===== config.mk =====
export PLATFORM = sky130hd
export DESIGN_NAME = fetch_unit_flat
export DESIGN_NICKNAME = d
export VERILOG_FILES = /design/src/rtl/fetch_unit_if.sv /design/src/rtl/fetch_unit.sv /design/src/flat_wrapper.sv
export SDC_FILE = /design/constraint.sdc
export NUM_CORES = 1
export LEC_CHECK = 0
export CAP_MARGIN = 20
export CORE_UTILIZATION = 48
export CTS_BUF_LIST = sky130_fd_sc_hd__clkbuf_8 sky130_fd_sc_hd__clkbuf_16
export DETAILED_ROUTE_END_ITERATION = 8
export GPL_TIMING_DRIVEN = 0
export PLACE_DENSITY = 0.89
export RECOVER_POWER = 50
export SYNTH_ARGS = -nofsm -noshare
export SYNTH_HDL_FRONTEND = slang
export SYNTH_SLANG_ARGS = --single-unit
export TNS_END_PERCENT = 30

===== constraint.sdc =====
create_clock -name clk -period 2.7 [get_ports clk]
set_input_delay 0.54 -clock clk [delete_from_list [all_inputs] [get_ports clk]]
set_output_delay 0.54 -clock clk [all_outputs]
set_load 0.05 [all_outputs]

===== src/rtl/fetch_unit_if.sv =====
// Fetch unit bus: PC register control, instruction-memory read port and decoder handoff.
// master is the fetch unit's view; slave is the surrounding PC/memory/decoder view.
interface fetch_unit_if #(
  parameter int unsigned DATA_LEN = 16,
  parameter int unsigned INST_LEN = 16
);
  logic [DATA_LEN-1:0] pc_in;
  logic                pc_inc;
  logic                pc_we;
  logic [DATA_LEN-1:0] pc_load_val;
  logic                imem_req;
  logic [DATA_LEN-1:0] imem_addr;
  logic                imem_ack;
  logic [INST_LEN-1:0] imem_rdata;
  logic [INST_LEN-1:0] inst_out;
  logic [DATA_LEN-1:0] inst_pc;
  logic                inst_valid;
  logic                inst_ready;
  logic                jump_req;
  logic [DATA_LEN-1:0] jump_target;
  logic                halt;
  logic [1:0]          fetch_state;

  modport master (
    input  pc_in, imem_ack, imem_rdata, inst_ready, jump_req, jump_target, halt,
    output pc_inc, pc_we, pc_load_val, imem_req, imem_addr, inst_out, inst_pc, inst_valid,
           fetch_state
  );

  modport slave (
    output pc_in, imem_ack, imem_rdata, inst_ready, jump_req, jump_target, halt,
    input  pc_inc, pc_we, pc_load_val, imem_req, imem_addr, inst_out, inst_pc, inst_valid,
           fetch_state
  );
endinterface


===== src/rtl/fetch_unit.sv =====
// Instruction-fetch controller: reads PC, fetches over req/ack, hands the word to the decoder
// over valid/ready, and steps or redirects the PC register.
module fetch_unit #(
  parameter int unsigned DATA_LEN = 16,
  parameter int unsigned INST_LEN = 16
) (
  input  logic          clk,
  input  logic          reset,
  fetch_unit_if.master  bus
);

  typedef enum logic [1:0] {
    StIdle     = 2'd0,
    StReq      = 2'd1,
    StHold     = 2'd2,
    StRedirect = 2'd3
  } state_e;

  state_e              state_q;
  logic                imem_req_q;
  logic [DATA_LEN-1:0] imem_addr_q;
  logic [INST_LEN-1:0] inst_out_q;
  logic [DATA_LEN-1:0] inst_pc_q;
  logic                hold_valid_q;
  logic                pc_inc_q;
  logic                pc_we_q;
  logic [DATA_LEN-1:0] pc_load_val_q;
  logic                jump_pend_q;
  logic [DATA_LEN-1:0] jump_tgt_q;

  always_ff @(posedge clk or negedge reset) begin
    if (!reset) begin
      state_q       <= StIdle;
      imem_req_q    <= 1'b0;
      imem_addr_q   <= '0;
      inst_out_q    <= '0;
      inst_pc_q     <= '0;
      hold_valid_q  <= 1'b0;
      pc_inc_q      <= 1'b0;
      pc_we_q       <= 1'b0;
      pc_load_val_q <= '0;
      jump_pend_q   <= 1'b0;
      jump_tgt_q    <= '0;
    end else begin
      // Strobes default low; each is raised only on entry to the state that owns it.
      pc_inc_q <= 1'b0;
      pc_we_q  <= 1'b0;
      unique case (state_q)
        StIdle: begin
          if (bus.jump_req) begin
            pc_load_val_q <= bus.jump_target;
            pc_we_q       <= 1'b1;
            state_q       <= StRedirect;
          end else if (!bus.halt) begin
            imem_addr_q <= bus.pc_in;
            imem_req_q  <= 1'b1;
            state_q     <= StReq;
          end
        end

        StReq: begin
          // The in-flight read is never aborted; a redirect waits for the ack.
          if (bus.jump_req) begin
            jump_pend_q <= 1'b1;
            jump_tgt_q  <= bus.jump_target;
          end
          if (bus.imem_ack) begin
            imem_req_q <= 1'b0;
            if (jump_pend_q || bus.jump_req) begin
              pc_load_val_q <= bus.jump_req ? bus.jump_target : jump_tgt_q;
              pc_we_q       <= 1'b1;
              state_q       <= StRedirect;
            end else begin
              inst_out_q   <= bus.imem_rdata;
              inst_pc_q    <= imem_addr_q;
              hold_valid_q <= 1'b1;
              pc_inc_q     <= 1'b1;
              state_q      <= StHold;
            end
          end
        end

        StHold: begin
          if (bus.jump_req) begin
            hold_valid_q  <= 1'b0;
            pc_load_val_q <= bus.jump_target;
            pc_we_q       <= 1'b1;
            state_q       <= StRedirect;
          end else if (hold_valid_q && bus.inst_ready) begin
            hold_valid_q <= 1'b0;
            state_q      <= StIdle;
          end
        end

        StRedirect: begin
          jump_pend_q <= 1'b0;
          if (bus.jump_req) begin
            pc_load_val_q <= bus.jump_target;
            pc_we_q       <= 1'b1;
          end else begin
            state_q <= StIdle;
          end
        end

        default: state_q <= StIdle;
      endcase
    end
  end

  assign bus.imem_req    = imem_req_q;
  assign bus.imem_addr   = imem_addr_q;
  assign bus.inst_out    = inst_out_q;
  assign bus.inst_pc     = inst_pc_q;
  // A same-cycle redirect must block the decoder handshake.
  assign bus.inst_valid  = hold_valid_q & ~bus.jump_req;
  assign bus.pc_inc      = pc_inc_q;
  assign bus.pc_we       = pc_we_q;
  assign bus.pc_load_val = pc_load_val_q;
  assign bus.fetch_state = state_q;

endmodule

===== src/flat_wrapper.sv =====
// flat-port wrapper written by rule: the top's interface ports become plain ports
module fetch_unit_flat 
#(
  parameter int unsigned DATA_LEN = 16,
  parameter int unsigned INST_LEN = 16
)
  (clk, reset, bus_pc_in, bus_imem_ack, bus_imem_rdata, bus_inst_ready, bus_jump_req, bus_jump_target, bus_halt, bus_pc_inc, bus_pc_we, bus_pc_load_val, bus_imem_req, bus_imem_addr, bus_inst_out, bus_inst_pc, bus_inst_valid, bus_fetch_state);
  fetch_unit_if #(.DATA_LEN(DATA_LEN), .INST_LEN(INST_LEN)) bus_i ();
  input  logic clk;
  input  logic reset;
  input wire logic [$bits(bus_i.pc_in)-1:0] bus_pc_in;
  input wire logic [$bits(bus_i.imem_ack)-1:0] bus_imem_ack;
  input wire logic [$bits(bus_i.imem_rdata)-1:0] bus_imem_rdata;
  input wire logic [$bits(bus_i.inst_ready)-1:0] bus_inst_ready;
  input wire logic [$bits(bus_i.jump_req)-1:0] bus_jump_req;
  input wire logic [$bits(bus_i.jump_target)-1:0] bus_jump_target;
  input wire logic [$bits(bus_i.halt)-1:0] bus_halt;
  output wire logic [$bits(bus_i.pc_inc)-1:0] bus_pc_inc;
  output wire logic [$bits(bus_i.pc_we)-1:0] bus_pc_we;
  output wire logic [$bits(bus_i.pc_load_val)-1:0] bus_pc_load_val;
  output wire logic [$bits(bus_i.imem_req)-1:0] bus_imem_req;
  output wire logic [$bits(bus_i.imem_addr)-1:0] bus_imem_addr;
  output wire logic [$bits(bus_i.inst_out)-1:0] bus_inst_out;
  output wire logic [$bits(bus_i.inst_pc)-1:0] bus_inst_pc;
  output wire logic [$bits(bus_i.inst_valid)-1:0] bus_inst_valid;
  output wire logic [$bits(bus_i.fetch_state)-1:0] bus_fetch_state;
  assign bus_i.pc_in = bus_pc_in;
  assign bus_i.imem_ack = bus_imem_ack;
  assign bus_i.imem_rdata = bus_imem_rdata;
  assign bus_i.inst_ready = bus_inst_ready;
  assign bus_i.jump_req = bus_jump_req;
  assign bus_i.jump_target = bus_jump_target;
  assign bus_i.halt = bus_halt;
  assign bus_pc_inc = bus_i.pc_inc;
  assign bus_pc_we = bus_i.pc_we;
  assign bus_pc_load_val = bus_i.pc_load_val;
  assign bus_imem_req = bus_i.imem_req;
  assign bus_imem_addr = bus_i.imem_addr;
  assign bus_inst_out = bus_i.inst_out;
  assign bus_inst_pc = bus_i.inst_pc;
  assign bus_inst_valid = bus_i.inst_valid;
  assign bus_fetch_state = bus_i.fetch_state;
  fetch_unit #(.DATA_LEN(DATA_LEN), .INST_LEN(INST_LEN)) u_core (.clk(clk), .reset(reset), .bus(bus_i));
endmodule

==> out/metrics.cfg, run 1 <==
[placement]
gp_congestion = 0.794
dp_cells = 442
postPlaceCellArea_sq_um = 4850
io_buffer_count = 122
dpl.hpwl_um = 5690

[run]
maxCapViolations = 1

[worst_setup_path]
r2r_cells = 4
cp_data_required_time_ns = 2.16
r2r-end = u_core.bus.imem_addr[14]
worst_setup_path_end_kind = output pin
reg2reg_from = u_core.bus.fetch_state[0]
cp_slowest_cell = clkdlybuf4s50_1
critical_path_class = primary input to output pin
cp_common_cell = buf_2
arrival_ns = 1.98
critPathMaxFanout = 15
r2r_setup_slack_ns = 0.48
start_kind = primary input
cp_cell_sequence = buf_2 -> buf_2 -> nor2b_1 -> clkdlybuf4s50_1
cp_slowest_stage_delay_ns = 0.85

[clocking]
cts_buffer_depth = 2
cts_made_buffers = 9
postCtsSetupRepairBufs = 0
htree_levels = 3
cts_tree = built
clock-sinks = 87
clk_pin_slew_ns = 0.08
insertion_delay_ns = 0.35
cts.root.buffer_cell = clkbuf_8
cts_resized = 1
hold_buffers = 0

[timing]
setup_viol = 0
finalHoldViolCount = 0
clock-skew-final_ns = 0.0117
max_freq_mhz = 396
slew_headroom = -0.223
worst_pin_slew_ns = 1.83
fin_crit_ns = 2.52
holdWs_ns = 0.497
period_share = 0.934
rsz0062_at_grt = no
slew_violations = 34

[synthesis]
yosysWarningCount = 0
netlist_instances = 223
yosysSeqAreaShare = 0.624
syn_nets = 277
synth_seq_cells = 87
syn-cell-area_sq_um = 3490
syn_avg_cell_area_sq_um = 15.6
yosysUniqueCellTypes = 25

[layout]
num_antenna_cells = 0
final_cell_area_sq_um = 5040
postLayoutCoreUtil = 0.730
stdcell_count = 457
areaGrowthSynthToFinish_pct = 44.6
layout.nets = 410
drive_gt1_frac = 0.266
n_fill_cell = 476

[global_routing]
antenna_found_initial = 0
grt_pass1_wl_um = 12100
gr-total-overflow = 0
track_usage = 0.215
grt_start_max_net_pins = 55
grt_pass1_vias = 2512

[die]
core-area_sq_um = 6910
fp.dieArea_sq_um = 7610
start_util = 0.505
die_h_um = 87.2
die_w_um = 87.2
ios = 124
rows = 30

[routing]
drt_pass1_iterations = 4
postRouteAntennaNets = 0
wl_per_cell_um = 16.8
drc = 0
totalWireLength_um = 7700
drtIter0Drc = 94
vias_per_cell = 5.19
via_count = 2371

[hold_path]
holdCritPathClass = register to register
hp-start = u_core.bus.imem_req
hold_depth = 1
hold_end = u_core.bus.imem_req

[outcome]
violations = capacitance limit, slew limit
status = finished with violations

[pwr]
peakVddDrop_mv = 0.851
power_density_nw_per_um2 = 1320
power_mw = 6.66
p_leak_nw = 2.09

-- kinds of logic (layout without fill, tap and decap cells) --
| logic type | after synthesis | in the layout | synth area share |
|---|---|---|---|
| simple gates | 29 | 29 | 0.0649 |
| buf+inv | 17 | 155 | 0.0312 |
| mux | 64 | 64 | 0.207 |
| compound gates | 26 | 26 | 0.0728 |
| flops | 87 | 87 | 0.624 |
-- cells in the final DEF, fill, tap and decap left out, types with 4 or more instances in the layout --
master / Yosys / routed
clkbuf_1: 1 / 7
o221a_1: 10 / 10
clkdlybuf4s50_1: 0 / 120
nand3b_1: 17 / 17
mux2_2: 63 / 63
dfrtp_1: 87 / 87
nand2_1: 4 / 4
buf_2: 5 / 4
o221a_2: 6 / 6
a21oi_1: 4 / 4
clkbuf_8: 0 / 10
-- power by group --
group	internal, mW	leakage (nW)	total, mW	switching, mW
clock	0.543	0.114	0.988	0.445
combinational	1.32	0.942	3.46	2.14
sequential	1.88	1.04	2.21	0.332
total	3.74	2.09	6.66	2.92
-- metal layers --
layer  wire, um  vias up  global-route usage
li1           -     1084                   -
met3        572       14              0.0673
met5          0        -                   0
met2       3930       83               0.367
met4        158        0              0.0894
met1       3030     1190               0.251
-- layout make-up --
class | count | area, sq um | share of cell area
sequential | 87 | 2180 | 0.432
timing repair buffer | 123 | 1240 | 0.246
multi-input combinational | 119 | 1190 | 0.236
clock buffer | 10 | 138 | 0.0273
tap | 96 | 120 | 0.0238
clock inverter | 6 | 85.1 | 0.0169
buffer | 14 | 80.1 | 0.0159
inverter | 2 | 7.51 | 0.00149
-- worst max path at each step --
| stage | startpoint | endpoint |
|---|---|---|
| finish | bus_jump_req | bus_inst_valid |
| global route | bus_jump_req | bus_inst_valid |
| CTS | bus_jump_req | bus_inst_valid |
| detailed placement | bus_jump_req | bus_inst_valid |
| global placement | reset | u_core.bus.imem_addr[3] |
| floorplan | bus_jump_req | bus_inst_valid |
-- synth_stat cells (all sizes together) --
cell type / number / share of area
o21ai: 1 / 0.0014
a21boi: 1 / 0.0054
o211ai: 2 / 0.0043
nor2: 1 / 0.0011
nand2: 4 / 0.0043
nand2b: 1 / 0.0018
nor2b: 2 / 0.0036
a21oi: 4 / 0.0057
a21o: 2 / 0.0043
dfrtp: 87 / 0.62
o221a: 16 / 0.052
buf: 13 / 0.027
inv: 2 / 0.0022
nor4: 2 / 0.012
mux2: 64 / 0.21
or3b: 1 / 0.0025
or4b: 1 / 0.0029
clkbuf: 2 / 0.0025
nand3b: 17 / 0.037
-- critical path, delay by kind of cell --
family / cells / cell delay [ns]
buffers and inverters: 3 / 1.28
and+or+nand+nor: 1 / 0.16
-- per-stage QoR --
| stage | TNS [ns] | setup slack (ns) |
|---|---|---|
| global placement | -169.00 | -1.94 |
| finish | 0 | 0.178 |
| detailed placement | -0.290 | -0.290 |
| global route | 0 | 0.148 |
| floorplan | 0 | 0.345 |
| CTS | 0 | 0.173 |
-- flip-flops by register name, indices dropped and copies added, names as in the netlist --
name and count:
u_core.bus.pc_inc 1, u_core.bus.pc_we 1, u_core.bus.inst_out 16, u_core.bus.imem_addr 16, u_core.bus.pc_load_val 16, u_core.jump_tgt_q 16
u_core.bus.inst_pc 16, u_core.hold_valid_q 1, u_core.bus.imem_req 1, u_core.bus.fetch_state 2, u_core.jump_pend_q 1
Note: power is estimated with default switching activity, not from simulation.
==> inputs of run 2 (changes only) <==
--- a/config.mk
+++ b/config.mk
@@ -6,6 +6,7 @@
 export NUM_CORES = 1
 export LEC_CHECK = 0
 export CAP_MARGIN = 20
+export CORE_ASPECT_RATIO = 0.75
 export CORE_UTILIZATION = 48
 export CTS_BUF_LIST = sky130_fd_sc_hd__clkbuf_8 sky130_fd_sc_hd__clkbuf_16
 export DETAILED_ROUTE_END_ITERATION = 8
==> run 2 against run 1 <==
Net effect: the flow now finishes without violations; non-clock buffer count stayed put; register-to-register slack worse by 0.10 ns; via count is 0.67% lower; setup slack better by 0.042 ns; sequential cell count stayed put; hold slack worse by 0.26 ns; combinational power hardly changed; first-iteration DRC count is 54% lower; die area hardly changed; clock skew is 0.0042 ns lower; critical path type unchanged; largest power group unchanged; highest routed layer unchanged.
==> out/metrics.cfg, run 2 (same netlist as run 1, synthesis figures left out) <==
[clocking]
cts_tree = built
cts.root.buffer_cell = clkbuf_8
postCtsSetupRepairBufs = 0
cts_made_buffers = 9
insertion_delay_ns = 0.35
cts_buffer_depth = 2
clk_pin_slew_ns = 0.09
htree_levels = 3
clock-sinks = 87

[layout]
final_common_cell = clkdlybuf4s50_1
drive_gt1_frac = 0.269
postLayoutCoreUtil = 0.722
areaGrowthSynthToFinish_pct = 43.5
n_fill_cell = 494
layout.nets = 410
multi_input_area_sq_um = 1180
ff_latch_area_sq_um = 2180
num_antenna_cells = 0
layout_common_cells = 120 x clkdlybuf4s50_1, 87 x dfrtp_1, 63 x mux2_2, 17 x nand3b_1, 11 x clkbuf_8
final_cell_area_sq_um = 5000

[routing]
drc = 0
via_count = 2355
drtIter0Drc = 43
wl_per_cell_um = 16.8
totalWireLength_um = 7720
postRouteAntennaNets = 0
drt_pass1_iterations = 4
vias_per_cell = 5.13

[pwr]
power_density_nw_per_um2 = 1310
power_mw = 6.58
p_leak_nw = 2.08
peakVddDrop_mv = 1.01

[placement]
dpl.hpwl_um = 5590
io_buffer_count = 122
postPlaceCellArea_sq_um = 4860
gp_congestion = 0.768

[die]
rows = 26
die_w_um = 100
core-area_sq_um = 6930
start_util = 0.503
fp.dieArea_sq_um = 7610
die_h_um = 75.8
ios = 124

[worst_setup_path]
start_kind = primary input
critPathMaxFanout = 15
arrival_ns = 1.94
cp_data_required_time_ns = 2.16
critical_path_class = primary input to output pin
worst_setup_path_end_kind = output pin
r2r_cells = 4

[global_routing]
grt_start_max_net_pins = 74
grt_pass1_wl_um = 11900
track_usage = 0.211
grt_pass1_vias = 2481
gr-total-overflow = 0
antenna_found_initial = 0

[timing]
max_freq_mhz = 403
period_share = 0.919
rsz0062_at_grt = no
setup_tns_ns = 0
holdWs_ns = 0.241
slew_violations = 0
worst_pin_slew_ns = 1.01
slew_headroom = 0.324
fin_crit_ns = 2.48
clock-skew-final_ns = 0.00751
setup_viol = 0
finalHoldViolCount = 0

[hold_path]
holdCritPathClass = primary input to asynchronous set/reset pin

[run]
maxCapViolations = 0

[outcome]
status = finished, final reports clean

## run 2: cell types whose count changed in the layout (fill, tap and decap cells not counted), sizes merged
| cell | previous run | this run |
|---|---|---|
| clkinv | 2 | 1 |
| bufinv | 2 | 1 |
| clkinvlp | 1 | 2 |
| clkbuf | 17 | 18 |
## run 2: per-stage QoR
step | std cells | worst slack, ns
after floorplan | 223 | 0.345
after global placement | 443 | -1.93
after detailed placement | 444 | -0.203
after CTS | 459 | 0.209
after global routing | 459 | 0.149
final | 459 | 0.219
## run 2: what timing repair did
item                                    4_1_cts  5_1_grt
endpoints found under the setup margin        1        0
resized for setup                             1        0
hold buffers                                  0        0
## run 2: report_power, final
group          internal [mW]  switching (mW)  leakage, nW
Sequential              1.88           0.333         1.04
Combinational           1.31            2.13        0.936
Clock                  0.477           0.452        0.103
Total                   3.67            2.91         2.08
## run 2: critical path, stage by stage
cell	delay [ns]
buf_2	0.20
buf_2	0.22
nor2b_1	0.13
clkdlybuf4s50_1	0.84
## run 2: final timing paths
path	slack, ns	endpoint	from
min reg2reg	0.49	u_core.bus.imem_req	u_core.bus.imem_req
min in group clk	0.49	u_core.bus.imem_req	u_core.bus.imem_req
max in group asynchronous	0.93	u_core.bus.imem_addr[6]	reset
min	0.24	u_core.bus.pc_load_val[14]	reset
max reg2reg	0.38	u_core.bus.imem_addr[14]	u_core.bus.fetch_state[0]
max	0.22	bus_inst_valid	bus_jump_req
## run 2: metal layers
| layer | vias to the layer above | wire length (um) | global-route usage | part of all wire |
|---|---|---|---|---|
| met5 | - | 0 | 0 | 0 |
| met4 | 0 | 91 | 0.0644 | 0.012 |
| met3 | 9 | 574 | 0.0734 | 0.074 |
| met2 | 97 | 3760 | 0.351 | 0.49 |
| met1 | 1160 | 3290 | 0.266 | 0.43 |
| li1 | 1089 | - | - | - |
## run 2: area by class of cell
| type | count | area share |
|---|---|---|
| buffer | 14 | 0.0163 |
| clock buffer | 11 | 0.0303 |
| clock inverter | 5 | 0.0115 |
| inverter | 2 | 0.00150 |
| multi-input combinational | 119 | 0.237 |
| sequential | 87 | 0.435 |
| tap | 98 | 0.0245 |
| timing repair buffer | 123 | 0.244 |
